--- config.mk ---
export PLATFORM = sky130hd
export DESIGN_NAME = cache_arbiter
export DESIGN_NICKNAME = d
export VERILOG_FILES = /design/src/rtl/cache_arbiter_pkg.sv /design/src/rtl/cache_arbiter_picker.sv /design/src/rtl/cache_arbiter.sv
export SDC_FILE = /design/constraint.sdc
export NUM_CORES = 1
export LEC_CHECK = 0
export ABC_AREA = 1
export CORE_AREA = 2 2 533 535
export CTS_BUF_LIST = sky130_fd_sc_hd__clkbuf_2 sky130_fd_sc_hd__clkbuf_4 sky130_fd_sc_hd__clkbuf_8
export DETAILED_ROUTE_END_ITERATION = 8
export DIE_AREA = 0 0 535 537
export DONT_BUFFER_PORTS = 1
export SLEW_MARGIN = 20
export SYNTH_ARGS = -nofsm -noshare
export SYNTH_HDL_FRONTEND = slang
export SYNTH_SLANG_ARGS = --single-unit
--- constraint.sdc ---
create_clock -name clk -period 1.1 [get_ports clk]
set_input_delay 0.165 -clock clk [delete_from_list [all_inputs] [get_ports clk]]
set_output_delay 0.165 -clock clk [all_outputs]
set_load 0.01 [all_outputs]
--- src/rtl/cache_arbiter_pkg.sv ---
// arbiter_pkg: shared state and requester encodings for cache_arbiter.
package arbiter_pkg;
  typedef enum logic [1:0] {IDLE = 2'd0, GRANT_I = 2'd1, GRANT_D = 2'd2} arb_state_t;
  typedef enum logic {REQ_I = 1'b0, REQ_D = 1'b1} arb_req_t;
endpackage

--- src/rtl/cache_arbiter_picker.sv ---
// arb_picker: chooses the next requester; CACHE_ARBITER_RR_EN selects round-robin, else D-cache wins ties.
module arb_picker
  import arbiter_pkg::*;
(
  input  logic     i_req,
  input  logic     d_req,
`ifdef CACHE_ARBITER_RR_EN
  input  arb_req_t ptr,
`endif
  output arb_req_t pick
);
`ifdef CACHE_ARBITER_RR_EN
  assign pick = (i_req && d_req) ? ptr : (i_req ? REQ_I : REQ_D);
`else
  assign pick = (i_req && !d_req) ? REQ_I : REQ_D;
`endif
endmodule

--- src/rtl/cache_arbiter.sv ---
// cache_arbiter: grants the shared cacheline adapter to the I-cache or D-cache one line at a time.
// Define CACHE_ARBITER_RR_EN for round-robin tie-breaking; otherwise the D-cache has fixed priority.
module cache_arbiter
  import arbiter_pkg::*;
#(
  parameter int s_line = 256
) (
  input  logic              clk,
  input  logic              rst,
  input  logic              i_read,
  input  logic [31:0]       i_address,
  output logic [s_line-1:0] i_rdata,
  output logic              i_resp,
  input  logic              d_read,
  input  logic              d_write,
  input  logic [31:0]       d_address,
  input  logic [s_line-1:0] d_wdata,
  output logic [s_line-1:0] d_rdata,
  output logic              d_resp,
  output logic              ca_read,
  output logic              ca_write,
  output logic [31:0]       ca_addr,
  output logic [s_line-1:0] ca_wdata,
  input  logic [s_line-1:0] ca_rdata,
  input  logic              ca_resp
);
  arb_state_t state_q, state_d;
  arb_req_t   pick;
  logic       d_req, gnt_i, gnt_d;
  assign d_req = d_read | d_write;
  assign gnt_i = state_q == GRANT_I;
  assign gnt_d = state_q == GRANT_D;
`ifdef CACHE_ARBITER_RR_EN
  arb_req_t ptr_q, ptr_d;
  assign ptr_d = (state_q != IDLE && ca_resp) ? (ptr_q == REQ_I ? REQ_D : REQ_I) : ptr_q;
  arb_picker u_picker (.i_req(i_read), .d_req(d_req), .ptr(ptr_q), .pick(pick));
  always_ff @(posedge clk) ptr_q <= rst ? REQ_D : ptr_d;
`else
  arb_picker u_picker (.i_req(i_read), .d_req(d_req), .pick(pick));
`endif
  // Every completed grant passes through IDLE, so requesters are seen to drop between transactions.
  always_comb begin
    state_d = state_q;
    if (state_q == IDLE)
      state_d = !(i_read || d_req) ? IDLE : (pick == REQ_I ? GRANT_I : GRANT_D);
    else if (ca_resp)
      state_d = IDLE;
  end
  always_ff @(posedge clk) state_q <= rst ? IDLE : state_d;
  always_comb begin
    ca_read  = gnt_i ? i_read : (gnt_d & d_read);
    ca_write = gnt_d & d_write;
    ca_addr  = gnt_i ? i_address : (gnt_d ? d_address : 32'd0);
    ca_wdata = d_wdata;
    i_resp   = gnt_i & ca_resp;
    d_resp   = gnt_d & ca_resp;
    i_rdata  = ca_rdata;
    d_rdata  = ca_rdata;
  end
endmodule

Yosys cells after proc, flatten, opt, wreduce, memory -nomap -nowiden
Index checks and enable logic that the tools add are counted.
{"block": "totals", "ff_bits": 2, "in_bits": 582, "output_inout_bits": 804, "wordCells": 20}
{"block": "op_classes", "n_eq_ne": 2, "n_mux": 7, "bitwise_logic": 5, "n_reduce_logical": 5}
{"operator": "two-way mux 32 bit", "n": 2}
{"operator": "two-way mux 2 bit", "n": 4}
{"operator": "AND 1 bit", "n": 4}
{"operator": "equality test 2 x 1 -> 1 bit (second input constant)", "n": 1}
{"operator": "equality test 2 bit (second input constant)", "n": 1}
{"operator": "zero test 2 bit", "n": 1}
{"operator": "nonzero test 2 bit", "n": 1}
{"operator": "logical AND 1 bit", "n": 1}
{"operator": "zero test 1 bit", "n": 1}
{"operator": "logical OR 1 bit", "n": 1}
{"operator": "two-way mux 1 bit", "n": 1}
{"operator": "OR 1 bit", "n": 1}

Logic depth before layout (Yosys ltp)
{"block": "depth", "ltp_word": 6, "depth_mapped": 5, "depth_no_buf": 3}

Cells and area by module
From an unflattened synthesis, not the netlist that was laid out.
{"block": "unflattened", "hier_cells": 906, "hier_area_um2": 6470.0}
{"module": "cache_arbiter", "n_inst": 1, "cells_per_inst": 904, "area_per_inst_um2": 6462.4, "seq_area_each_um2": 40.0}
{"module": "arb_picker", "n_inst": 1, "cells_per_inst": 2, "area_per_inst_um2": 7.5, "seq_area_each_um2": 0.0}

Least setup slack after synthesis
OpenSTA, ideal clock, no wires.
{"block": "synth_path", "path_kind": "flip-flop to output port", "from": "register state_q[0]", "to": "output ca_addr[0]", "arrival_time_ps": 786, "required_ps": 935, "setup_slack_ps": 149, "path_stages_with_launch": 6, "n_path_buf": 2, "path_cell_list": "dfxtp_1 -> buf_6 -> inv_6 -> buf_6 -> nand3_2 -> nand2_1"}
{"block": "synth_between", "elab_chain_cells": 3, "elab_cells_between_ends": 4, "cone_classes": "eq/ne: 2; mux: 2"}
{"item": "start: declaration", "line_no": "cache_arbiter.sv:27", "source": "arb_state_t state_q, state_d;"}
{"item": "start signal: assignment", "line_no": "cache_arbiter.sv:49", "source": "always_ff @(posedge clk) state_q <= rst ? IDLE : state_d;"}
{"item": "equality test 2 bit", "line_no": "cache_arbiter.sv:32", "source": "assign gnt_d = state_q == GRANT_D;"}
{"item": "two-way mux 32 bit", "line_no": "cache_arbiter.sv:53", "source": "ca_addr = gnt_i ? i_address : (gnt_d ? d_address : 32'd0);"}
{"item": "two-way mux 32 bit *", "line_no": "cache_arbiter.sv:53"}
{"item": "end: declaration", "line_no": "cache_arbiter.sv:22", "source": "output logic [31:0] ca_addr,"}
Mark *: on every way between the ends. The rest lies on a longest branch, timed or not.

Final worst setup path
{"block": "layout_path", "from": "register state_q[1]", "to": "output ca_addr[30]"}
Same word-level chain as after synthesis.

==> run summary <==
row cnt - 195
# fillers - 33,600
Peak VDD IR - 0.228 mV
final hold violation count - 0
initial DRC count - 256
startpoint types - register
largest net degree at the start of global routing - 21
initial antenna violation count - 32
Adder-Cell Fraction of Synth Area - 0%
via count - 3,318
Die Wd - 535 um
vias in the first global route - 3,131
Yosys warning count - 0
cells after synthesis - 899
CTS tree - yes
floorplan core area - 281,000 um2
flops & latches, synth - 2
Cell Chain, Critical Path - buf_12 -> inv_16 -> buf_12 -> nand3_1 -> nand2_2 -> buf_12
RSZ-0062 raised after global routing - true
failing checks - setup timing
status - finished with violations
Post-Route WL - 192 mm
clock tree buffer depth - 2
max-cap viol count - 0
die area - 287,000 um2
CP Class - reg2out
Area Overhead vs Synth - 4.54%
period utilization - 138%
Power Total - 1760 uW
Post-Synthesis Cell Area - 6510 um2
final setup fails - 36
die height - 537 um
Slew Viols, Final - 0
Reg with most FFs - state_q
Starting Density - 2.31%
Clock Skew - 5.25 ps
commonest non-fill, non-tap cells in the layout - 40 x nand3_2, 40 x buf_12, 25 x nand2_2, 24 x nand3_1, 7 x nand2_4
post-synthesis mux area share - 0%
CP Capture Type - output port
worst skew pair latency - 220 ps
via/cell ratio - 0.843
final worst slack - -418 ps
min-delay worst type - in2reg
Util after Layout - 2.42%
drt wl/cell - 48.8 um
crit path max fanout - 12
H-tree depth - 1
Netlist cell types - 15
CTS Root Buffer Type - clkbuf_8
Non-Filler Instances - 3,936
max reg flops - 2
Synth area leader - buf_4
routability cong. - 0.716
dpl ws - -292 ps
WP data required - 940 ps
final net count - 762
remaining antenna violation count after routing - 0
Top cell by count, worst path - buf_12
Compound-Gate Fraction of Synth Area - 0.231%
layout cells sized above 1 - 81.5%
clock sink count - 2
TritonCTS Buffers - 3
Power Dens Cells - 258 nW/um2
1st-pass router iterations - 4
post-synthesis xor/xnor area fraction - 0%
Largest regs - state_q x2
sequential share of the synthesized area - 0.615%
cell total after placement - 3,909
DP HPWL - 186 mm
max incr delay on CP - 380 ps
first-pass GRT wire length - 201 mm
# DRC - 0
top cells by area, synth - buf_4 89%, nand3_1 4.4%, nand2_1 2.1%
Mean Syn Cell Area - 7.24 um2
CP bufs+invs - 4
CP max-delay cell - dfxtp_4
Final min period - 1520 ps
Tot GR Track Use - 12.8%
Yosys top cell area share - 89.0%
Synth Area in Simple Gates - 8.34%
family with the most delay on the worst path - buffers and inverters
fmax - 659 MHz
GRT overflow - 0
io pins - 1,386
Slew HR - 84.8%
Leak - 0.000870 uW
worst slew pin tran - 227 ps
Port Buffers - 0
Arr. time, crit path - 1350 ps
largest family of logic cells by synthesized area - buffers and inverters
clk slew on worst S/H paths - 30 ps
post-synth net total - 1,481
-- layer usage --
layer | vias to the layer above | track usage, % | share of wire (%)
li1 | 566 | - | -
met1 | 1014 | 3.90 | 10
met2 | 1413 | 18.8 | 42
met3 | 290 | 26.4 | 44
met4 | 35 | 3.90 | 3.7
met5 | - | 1.33 | 0.44
-- area by class of cell --
type / count / area [um2] / area share (%)
Timing Repair Buffer: 58 / 1050 / 15.4
Tap cell: 3743 / 4680 / 68.8
Sequential cell: 2 / 47.5 / 0.699
Inverter: 4 / 57.6 / 0.846
Clock buffer: 3 / 41.3 / 0.607
Multi-Input combinational cell: 111 / 893 / 13.1
Antenna cell: 15 / 37.5 / 0.551
-- cells by family after synthesis --
logic type / after synthesis
buffers and inverters: 786
and+or+nand+nor: 108
AOI/OAI and AO/OA: 3
DFF: 2
-- cell usage after synthesis, drive strengths merged --
library cell    n
nand3          67
nor2            4
dfxtp           2
nor3            1
nand2          36
o21ai           1
a21oi           2
buf           782
inv             4
-- report_power, final --
part	total, uW	internal (uW)	switching (uW)
Combinational	1370	642	733
Clock	291	232	59.2
Sequential	92.2	77.3	14.9
Total	1760	950	807
-- repair_timing --
action                                  in CTS  in global routing
gates cloned                                 3                  1
buffers inserted                             3                  2
endpoints found under the setup margin      38                 37
hold endpoints to repair                     0                  1
pin swaps                                   28                  7
resized for setup                           88                 20
hold buffers                                 0                  1
-- per-stage QoR --
step	area (um2)	hold slack, ps	TNS (ps)
after global routing	6800	6.52	-15210
after CTS	6630	13.5	-14550
after detailed placement	6120	232	-9050
final	6810	15.1	-12660
after floorplan	6510	234	0
after global placement	6120	229	-8820
-- final timing paths --
check        depth (start not counted)                      end  slack (ps)               startpoint
max                                  6              ca_addr[30]        -420  state_q[1]$_SDFFE_PP0P_
min                                  1  state_q[0]$_SDFFE_PP0P_          20                      rst
max reg2reg                          5  state_q[1]$_SDFFE_PP0P_          60  state_q[0]$_SDFFE_PP0P_
min reg2reg                          3  state_q[1]$_SDFFE_PP0P_         740  state_q[1]$_SDFFE_PP0P_
-- worst register-to-register path, stage by stage (launching register included) --
cell and delay [ps]:
dfxtp_4 350, buf_12 140, buf_6 150, nor2_4 130, o21ai_2 70, a21oi_2 130
No activity file was read; power rests on OpenSTA's default activity.
